==> config.mk <==
export PLATFORM = sky130hd
export DESIGN_NAME = simon_seq_ctrl
export DESIGN_NICKNAME = d
export VERILOG_FILES = /design/src/rtl/simon_pkg.sv /design/src/rtl/simon_step_timer.sv /design/src/rtl/simon_seq_ctrl.sv
export SDC_FILE = /design/constraint.sdc
export NUM_CORES = 1
export LEC_CHECK = 0
export CORE_ASPECT_RATIO = 1.1
export CORE_UTILIZATION = 63
export DETAILED_ROUTE_END_ITERATION = 7
export DONT_BUFFER_PORTS = 1
export PLACE_DENSITY = 0.79
export SETUP_SLACK_MARGIN = 0.02
export SLEW_MARGIN = 20
export SYNTH_ARGS = -nofsm -noshare
export SYNTH_HDL_FRONTEND = slang
export SYNTH_SLANG_ARGS = --single-unit
==> constraint.sdc <==
create_clock -name clk -period 3.1 [get_ports clk]
set_clock_uncertainty 0.15 [all_clocks]
set_input_delay 0.62 -clock clk [delete_from_list [all_inputs] [get_ports clk]]
set_output_delay 0.62 -clock clk [all_outputs]
set_load 0.05 [all_outputs]
==> src/rtl/simon_pkg.sv <==
// Shared definitions for the Simon sequence controller: the controller state
// encoding and the mode LED pattern shown for each state.
package simon_pkg;

  typedef enum logic [2:0] {
    StInput,
    StPlayback,
    StRepeat,
    StDone,
    StWin
  } state_e;

  localparam logic [2:0] LedInput    = 3'b001;
  localparam logic [2:0] LedPlayback = 3'b010;
  localparam logic [2:0] LedRepeat   = 3'b100;
  localparam logic [2:0] LedDone     = 3'b111;
  localparam logic [2:0] LedWin      = 3'b011;

endpackage

==> src/rtl/simon_step_timer.sv <==
// Up-counter with synchronous clear and a terminal-count flag.
// Ports:
//   clk, rst  - clock, asynchronous active-high reset
//   clr_i     - return the count to zero (wins over en_i)
//   en_i      - advance the count by one
//   tc_o      - count is at TERM-1
module simon_step_timer #(
  parameter int unsigned TERM = 4
) (
  input  logic clk,
  input  logic rst,
  input  logic clr_i,
  input  logic en_i,
  output logic tc_o
);

  localparam int unsigned CW = (TERM > 1) ? $clog2(TERM) : 1;

  logic [CW-1:0] count_q, count_d;

  always_comb begin
    count_d = count_q;
    if (clr_i) begin
      count_d = '0;
    end else if (en_i) begin
      count_d = count_q + CW'(1);
    end
  end

  always_ff @(posedge clk or posedge rst) begin
    if (rst) begin
      count_q <= '0;
    end else begin
      count_q <= count_d;
    end
  end

  assign tc_o = (count_q == CW'(TERM - 1));

endmodule

==> src/rtl/simon_seq_ctrl.sv <==
// Simon-style pattern sequence controller. The player adds one pattern per
// round; the stored sequence is played back, then must be repeated. A wrong
// entry (or, optionally, a stalled repeat) ends the game; completing DEPTH
// rounds wins it.
//
// Optional feature: define SIMON_TIMEOUT_EN to end the game when no entry
// arrives for TIMEOUT cycles during the repeat phase. Without it the repeat
// phase waits indefinitely.
//
// Ports:
//   clk, rst              - clock, asynchronous active-high reset
//   pat_valid/pat_in      - one-cycle entry strobe and entered pattern
//   pat_legal             - datapath legality of pat_in (used in INPUT only)
//   mem_addr/mem_wen/
//   mem_wdata/rd_data     - external pattern memory, combinational read
//   disp_pattern          - pattern shown to the player
//   level                 - number of stored entries
//   mode_leds, fail, win  - game status, decoded from state
module simon_seq_ctrl
  import simon_pkg::*;
#(
  parameter int unsigned PAT_W      = 4,
  parameter int unsigned DEPTH      = 16,
  parameter int unsigned PLAY_TICKS = 4,
  parameter int unsigned TIMEOUT    = 64,
  localparam int unsigned AW        = $clog2(DEPTH)
) (
  input  logic             clk,
  input  logic             rst,
  input  logic             pat_valid,
  input  logic [PAT_W-1:0] pat_in,
  input  logic             pat_legal,
  output logic [AW-1:0]    mem_addr,
  output logic             mem_wen,
  output logic [PAT_W-1:0] mem_wdata,
  input  logic [PAT_W-1:0] rd_data,
  output logic [PAT_W-1:0] disp_pattern,
  output logic [AW:0]      level,
  output logic [2:0]       mode_leds,
  output logic             fail,
  output logic             win
);

  state_e        state_q;
  logic [AW:0]   level_q;
  logic [AW-1:0] play_idx_q;
  logic [AW-1:0] rep_idx_q;

  logic accept;
  logic last_play;
  logic last_rep;
  logic level_full;
  logic tick_tc;
  logic timeout;

  assign accept     = pat_valid && pat_legal;
  assign last_play  = ({1'b0, play_idx_q} == (level_q - 1'b1));
  assign last_rep   = ({1'b0, rep_idx_q} == (level_q - 1'b1));
  assign level_full = (level_q == (AW+1)'(DEPTH));

  // Playback tick: restarts at every index advance and whenever not playing,
  // so each entry into PLAYBACK starts from tick 0.
  simon_step_timer #(
    .TERM (PLAY_TICKS)
  ) u_tick_timer (
    .clk   (clk),
    .rst   (rst),
    .clr_i ((state_q != StPlayback) || tick_tc),
    .en_i  (state_q == StPlayback),
    .tc_o  (tick_tc)
  );

`ifdef SIMON_TIMEOUT_EN
  logic rep_tc;

  // Idle timer: any entry restarts the count.
  simon_step_timer #(
    .TERM (TIMEOUT)
  ) u_rep_timer (
    .clk   (clk),
    .rst   (rst),
    .clr_i ((state_q != StRepeat) || pat_valid),
    .en_i  (state_q == StRepeat),
    .tc_o  (rep_tc)
  );

  assign timeout = rep_tc;
`else
  logic unused_timeout;
  assign unused_timeout = ^TIMEOUT;
  assign timeout        = 1'b0;
`endif

  always_ff @(posedge clk or posedge rst) begin
    if (rst) begin
      state_q    <= StInput;
      level_q    <= '0;
      play_idx_q <= '0;
      rep_idx_q  <= '0;
    end else begin
      unique case (state_q)
        StInput: begin
          if (accept) begin
            level_q    <= level_q + 1'b1;
            play_idx_q <= '0;
            state_q    <= StPlayback;
          end
        end
        StPlayback: begin
          if (tick_tc) begin
            if (last_play) begin
              rep_idx_q <= '0;
              state_q   <= StRepeat;
            end else begin
              play_idx_q <= play_idx_q + 1'b1;
            end
          end
        end
        StRepeat: begin
          // An entry in the same cycle as the timeout takes priority.
          if (pat_valid) begin
            if (pat_in != rd_data) begin
              state_q <= StDone;
            end else if (last_rep) begin
              state_q <= level_full ? StWin : StInput;
            end else begin
              rep_idx_q <= rep_idx_q + 1'b1;
            end
          end else if (timeout) begin
            state_q <= StDone;
          end
        end
        StDone, StWin: begin
          // Terminal until reset.
        end
        default: state_q <= StInput;
      endcase
    end
  end

  always_comb begin
    mem_addr     = level_q[AW-1:0];
    mem_wen      = 1'b0;
    mem_wdata    = pat_in;
    disp_pattern = '0;
    mode_leds    = LedInput;
    fail         = 1'b0;
    win          = 1'b0;
    unique case (state_q)
      StInput: begin
        mem_wen      = accept;
        disp_pattern = pat_in;
        mode_leds    = LedInput;
      end
      StPlayback: begin
        mem_addr     = play_idx_q;
        disp_pattern = rd_data;
        mode_leds    = LedPlayback;
      end
      StRepeat: begin
        mem_addr     = rep_idx_q;
        disp_pattern = pat_in;
        mode_leds    = LedRepeat;
      end
      StDone: begin
        mode_leds = LedDone;
        fail      = 1'b1;
      end
      StWin: begin
        mode_leds = LedWin;
        win       = 1'b1;
      end
      default: mode_leds = LedInput;
    endcase
  end

  assign level = level_q;

endmodule

## Word-level counts from Yosys, hierarchy flattened

Cells that the tools add are included.

- Register bits: 18
- Latch bits: 0
- Memory bits (writable): 0
- ROM bits: 0
- Bits of input ports: 12
- Output and inout bits: 23
- Logic and storage cells: 67
- Memories kept: 0

- $add $sub $neg: 5
- Multiply operators: 0
- Div/mod/pow operators: 0
- Magnitude comparators: 0
- Eq/ne operators: 18
- Shifts and indexed selects: 0
- Muxes and demuxes: 26
- Bitwise operators: 1
- Reduce and logical (&&, ||, !) cells: 12

Operators with widths:

| kind | count |
|---|---|
| 4-bit two-way mux | 8 |
| 4-bit case mux with 2 select lines | 4 |
| 3-bit case mux with 4 select lines | 2 |
| 3-bit two-way mux | 7 |
| 2-bit != test (second input constant) | 7 |
| 6-bit AND reduction | 2 |
| 4-bit by 5-bit equality test with 1-bit output | 2 |
| 4-bit by 1-bit adder with 4-bit output (second input constant) | 2 |
| 3-bit by 2-bit equality test with 1-bit output (second input constant) | 2 |
| 2-bit nonzero test | 3 |
| 5-bit by 1-bit adder with 5-bit output (second input constant) | 1 |
| 5-bit equality test (second input constant) | 1 |
| 5-bit by 1-bit subtractor with 5-bit output (second input constant) | 1 |
| 2-bit two-way mux | 2 |
| 4-bit != test | 1 |
| 4-bit AND reduction | 1 |
| 2-bit OR reduction | 2 |
| 3-bit by 1-bit equality test with 1-bit output (second input constant) | 1 |
| 3-bit equality test (second input constant) | 1 |
| 3-bit logical NOT | 1 |
| 1-bit two-way mux | 3 |
| 3-bit by 1-bit != test with 1-bit output (second input constant) | 1 |
| 3-bit != test (second input constant) | 1 |
| 2-bit by 1-bit adder with 2-bit output (second input constant) | 1 |
| 5 further kinds | 5 |

## Logic depth before layout (Yosys ltp)

- Depth in word-level cells: 6
- Depth in mapped cells: 8
- Mapped depth without buffers: 7

## Hierarchy

Synthesis repeated with hierarchy kept, for this count alone.

- Cells, all modules: 163
- Area, all modules: 1460.2 um^2

Modules (own cells, without submodules):

| module | times used | cells an instance | area each (um^2) | seq. area each (um^2) |
|---|---|---|---|---|
| simon_seq_ctrl | 1 | 155 | 1367.6 | 400.4 |
| simon_step_timer | 1 | 8 | 92.6 | 50.0 |

## Worst setup path after synthesis

OpenSTA, ideal clock, no wires.

- Kind: register to output
- Start point: register state_q[1]
- End point: output port mem_addr[2]
- Data arrival time: 2.547 ns
- Path slack: -0.217 ns
- Stages on the path, launching flop included: 8
- Cells stage by stage: dfrtp_1 > clkbuf_1 > nor2b_1 > nor2b_1 > buf_2 > nor2_1 > nand2_1 > nand3_1

- Word-level cells in the longest chain between the ends: 2
- Elaborated cells between the ends (all ways): 3
- Those cells by class: 2 x eq/ne; 1 x mux

RTL lines:

| item | line | RTL |
|---|---|---|
| start: declaration | simon_seq_ctrl.sv:44 | `state_e state_q;` |
| start signal: assignment | simon_seq_ctrl.sv:96 | `state_q <= StInput;` |
| start signal: assignment | simon_seq_ctrl.sv:106 | `state_q <= StPlayback;` |
| start signal: assignment | simon_seq_ctrl.sv:113 | `state_q <= StRepeat;` |
| 3-bit by 2-bit equality test with 1-bit output / 3-bit by 1-bit equality test with 1-bit output (equally long branches) | simon_seq_ctrl.sv:149 | `unique case (state_q)` |
| 4-bit case mux with 2 select lines * | simon_seq_ctrl.sv:149 |  |
| end: declaration | simon_seq_ctrl.sv:33 | `output logic [AW-1:0] mem_addr,` |

Mark *: on every way between the ends. The rest lies on a longest branch, timed or not.

## Final worst setup path

- Start point: register state_q[0]
- End point: output port mem_addr[0]

The elaborated chain is that of the path after synthesis.

==> reports/metrics.cfg <==
[place]
dp.cells = 189
dpl.hpwl_mm = 2.40
place_congestion = 0.907
port_buffers = 0

[synth]
synth_area_leaders = dfrtp_1 (30%), xnor2_1 (8.1%), ha_1 (4.1%), nor2b_1 (3.3%), nand2_1 (3.0%)
yosys.area.top_type = dfrtp_1
ys_ff_latch = 18
synth_area_per_cell_um2 = 9.53
synth_top_flop_cell = dfrtp_1
syn-num-nets = 176
synth_seq_area_share = 0.297
yosysUniqueCellTypes = 57
syn_area_um2 = 1520
ys_warn_count = 0
synth-edff-count = 0
synth_top_area_frac = 0.297
syn_inst = 159
synthArstFlopShare = 1.00

[finish]
fin_nets = 181
stdcell_count = 193
final_common_cell = dfrtp_1
n_antenna_cell = 0
final_util = 0.717
fillers = 167
drive_gt1_frac = 0.196
area_delta_synth_final_pct = 6.52
final_cell_mix = dfrtp_1 (18), xnor2_1 (14), buf_4 (13)

[job]
cap_violations = 0

[die]
core_area_um2 = 2250
initial_core_util = 0.673
die_w_um = 48.8
num_rows = 18
io_pins = 35
die-area_um2 = 2610
die_h_um = 53.4

[clock_network]
root_buffer = clkbuf_4
cts_buffers = 3
clkSinkCount = 18
cts_resized = 0
path_clk_slew_ns = 0.11
clock_path_buffers = 2
cts_tree = yes
postCtsHoldBufs = 0
h-tree-depth = 1
post_cts_buffers = 0
clk_latency_ns = 0.30

[setup_path]
crit_chain = nor3b_2 -> nor2_2 -> a221o_2
crit_start = state_q[0]
arrival_ns = 2.02
worstPathRequired_ns = 2.33
cp_slowest_cell = dfrtp_1
path_buf_inv = 0
slowest_delay_ns = 0.62
start_kind = register
reg2reg_from = level[3]
endpoint_kind = output pin
crit_family = flip-flops
worstPathMaxFanout = 16
worstSetupPathType = register to output pin

[outcome]
status = finished, final reports clean

[timing]
holdWs_ns = 0.163
setup_violations = 0
layout_min_cycle_time_ns = 2.79
slew_viol_final = 0
setup_tns_ns = 0
max_slew_margin = 0.500
min_period_over_period = 0.901
tightest_slew_ns = 0.750
fmax_mhz = 358
rsz0062_at_grt = false
hold_viol = 0

[global_route]
grt_max_degree = 19
grt_pass1_wl_mm = 5.19
antenna_found_initial = 0
globalRouteTotalUtil = 0.264
gr-total-overflow = 0
first_global_vias = 1165

[detailed_routing]
wl_per_cell_um = 16.3
drt.antenna.violating_nets = 0
via_per_inst = 6.14
num_vias = 1185
drt_wl_total_mm = 3.15
firstDrtPassIters = 4
drt-initial-drc-count = 14
remaining_drc_errors = 0

[min_path]
worstHoldPathType = input port to asynchronous set/reset pin

[metal layers]
layer | vias to the layer above | track usage | part of all wire
li1 | 578 | - | -
met1 | 562 | 0.317 | 0.43
met2 | 37 | 0.449 | 0.50
met3 | 8 | 0.0546 | 0.055
met4 | 0 | 0.137 | 0.019
met5 | - | 0 | 0
[final timing paths]
| check | end | slack, ns | depth (start not counted) |
|---|---|---|---|
| min in group clk | u_tick_timer.count_q[0] | 0.30 | 1 |
| worst min-delay path | play_idx_q[1] | 0.16 | 1 |
| worst max-delay path | mem_addr[0] | 0.31 | 3 |
| max in group asynchronous | level[0] | 2.18 | 1 |
| worst max register to register | rep_idx_q[3] | 0.58 | 5 |
| worst min register to register | u_tick_timer.count_q[0] | 0.30 | 1 |
[metrics by stage]
stage          setup WS, ns  instance area [µm²]
2_1_floorplan         0.173                 1520
3_3_place_gp          0.676                 1580
3_5_place_dp          0.604                 1580
4_1_cts               0.320                 1610
5_1_grt               0.201                 1610
6_report              0.305                 1610
[cells by family (layout without fill, tap and decap cells)]
logic type,after synthesis,after routing,synth area share
simple gates,62,62,0.261
compound gates,32,32,0.183
xor+xnor,20,20,0.135
buf+inv,20,24,0.0685
flops,18,18,0.297
fa+ha+maj,5,5,0.0413
mux,2,2,0.0140
[sequential cells by signal, summed over array words and instances, names as in the netlist]
signal / count
level: 5
play_idx_q: 4
rep_idx_q: 4
state_q: 3
u_tick_timer.count_q: 2
[worst reg2reg max path: stages, from the launching register on]
cell and delay [ns]:
dfrtp_1 0.85, xor2_1 0.17, xnor2_1 0.28, a311oi_4 0.49
a41oi_1 0.19, a211o_1 0.29
[layout make-up]
type / instances / area [µm²] / area share
Sequential cell: 18 / 450 / 0.279
Clock buffer: 4 / 36.3 / 0.0225
Tap cell: 30 / 37.5 / 0.0233
Multi-Input combinational cell: 121 / 966 / 0.598
Timing Repair Buffer: 13 / 97.6 / 0.0605
Inverter: 7 / 26.3 / 0.0163
[cell usage after synthesis, drive strengths merged, types with 2 or more instances]
cell type and number:
a221o 2, o21ai 4, nand2b 3, xnor2 14, nor3b 4, nand4 5, dfrtp 18, clkbuf 5
o22a 2, nor2 10, a21oi 6, and3b 2, a211o 2, ha 5, buf 8, nand3 7
inv 7, a22o 2, nor2b 8, nand2 12, nor3 4, xor2 4
Power is left out: the tool's default activity adds up to more than one toggle a clock period on the data nets, which glitch-free logic cannot reach.
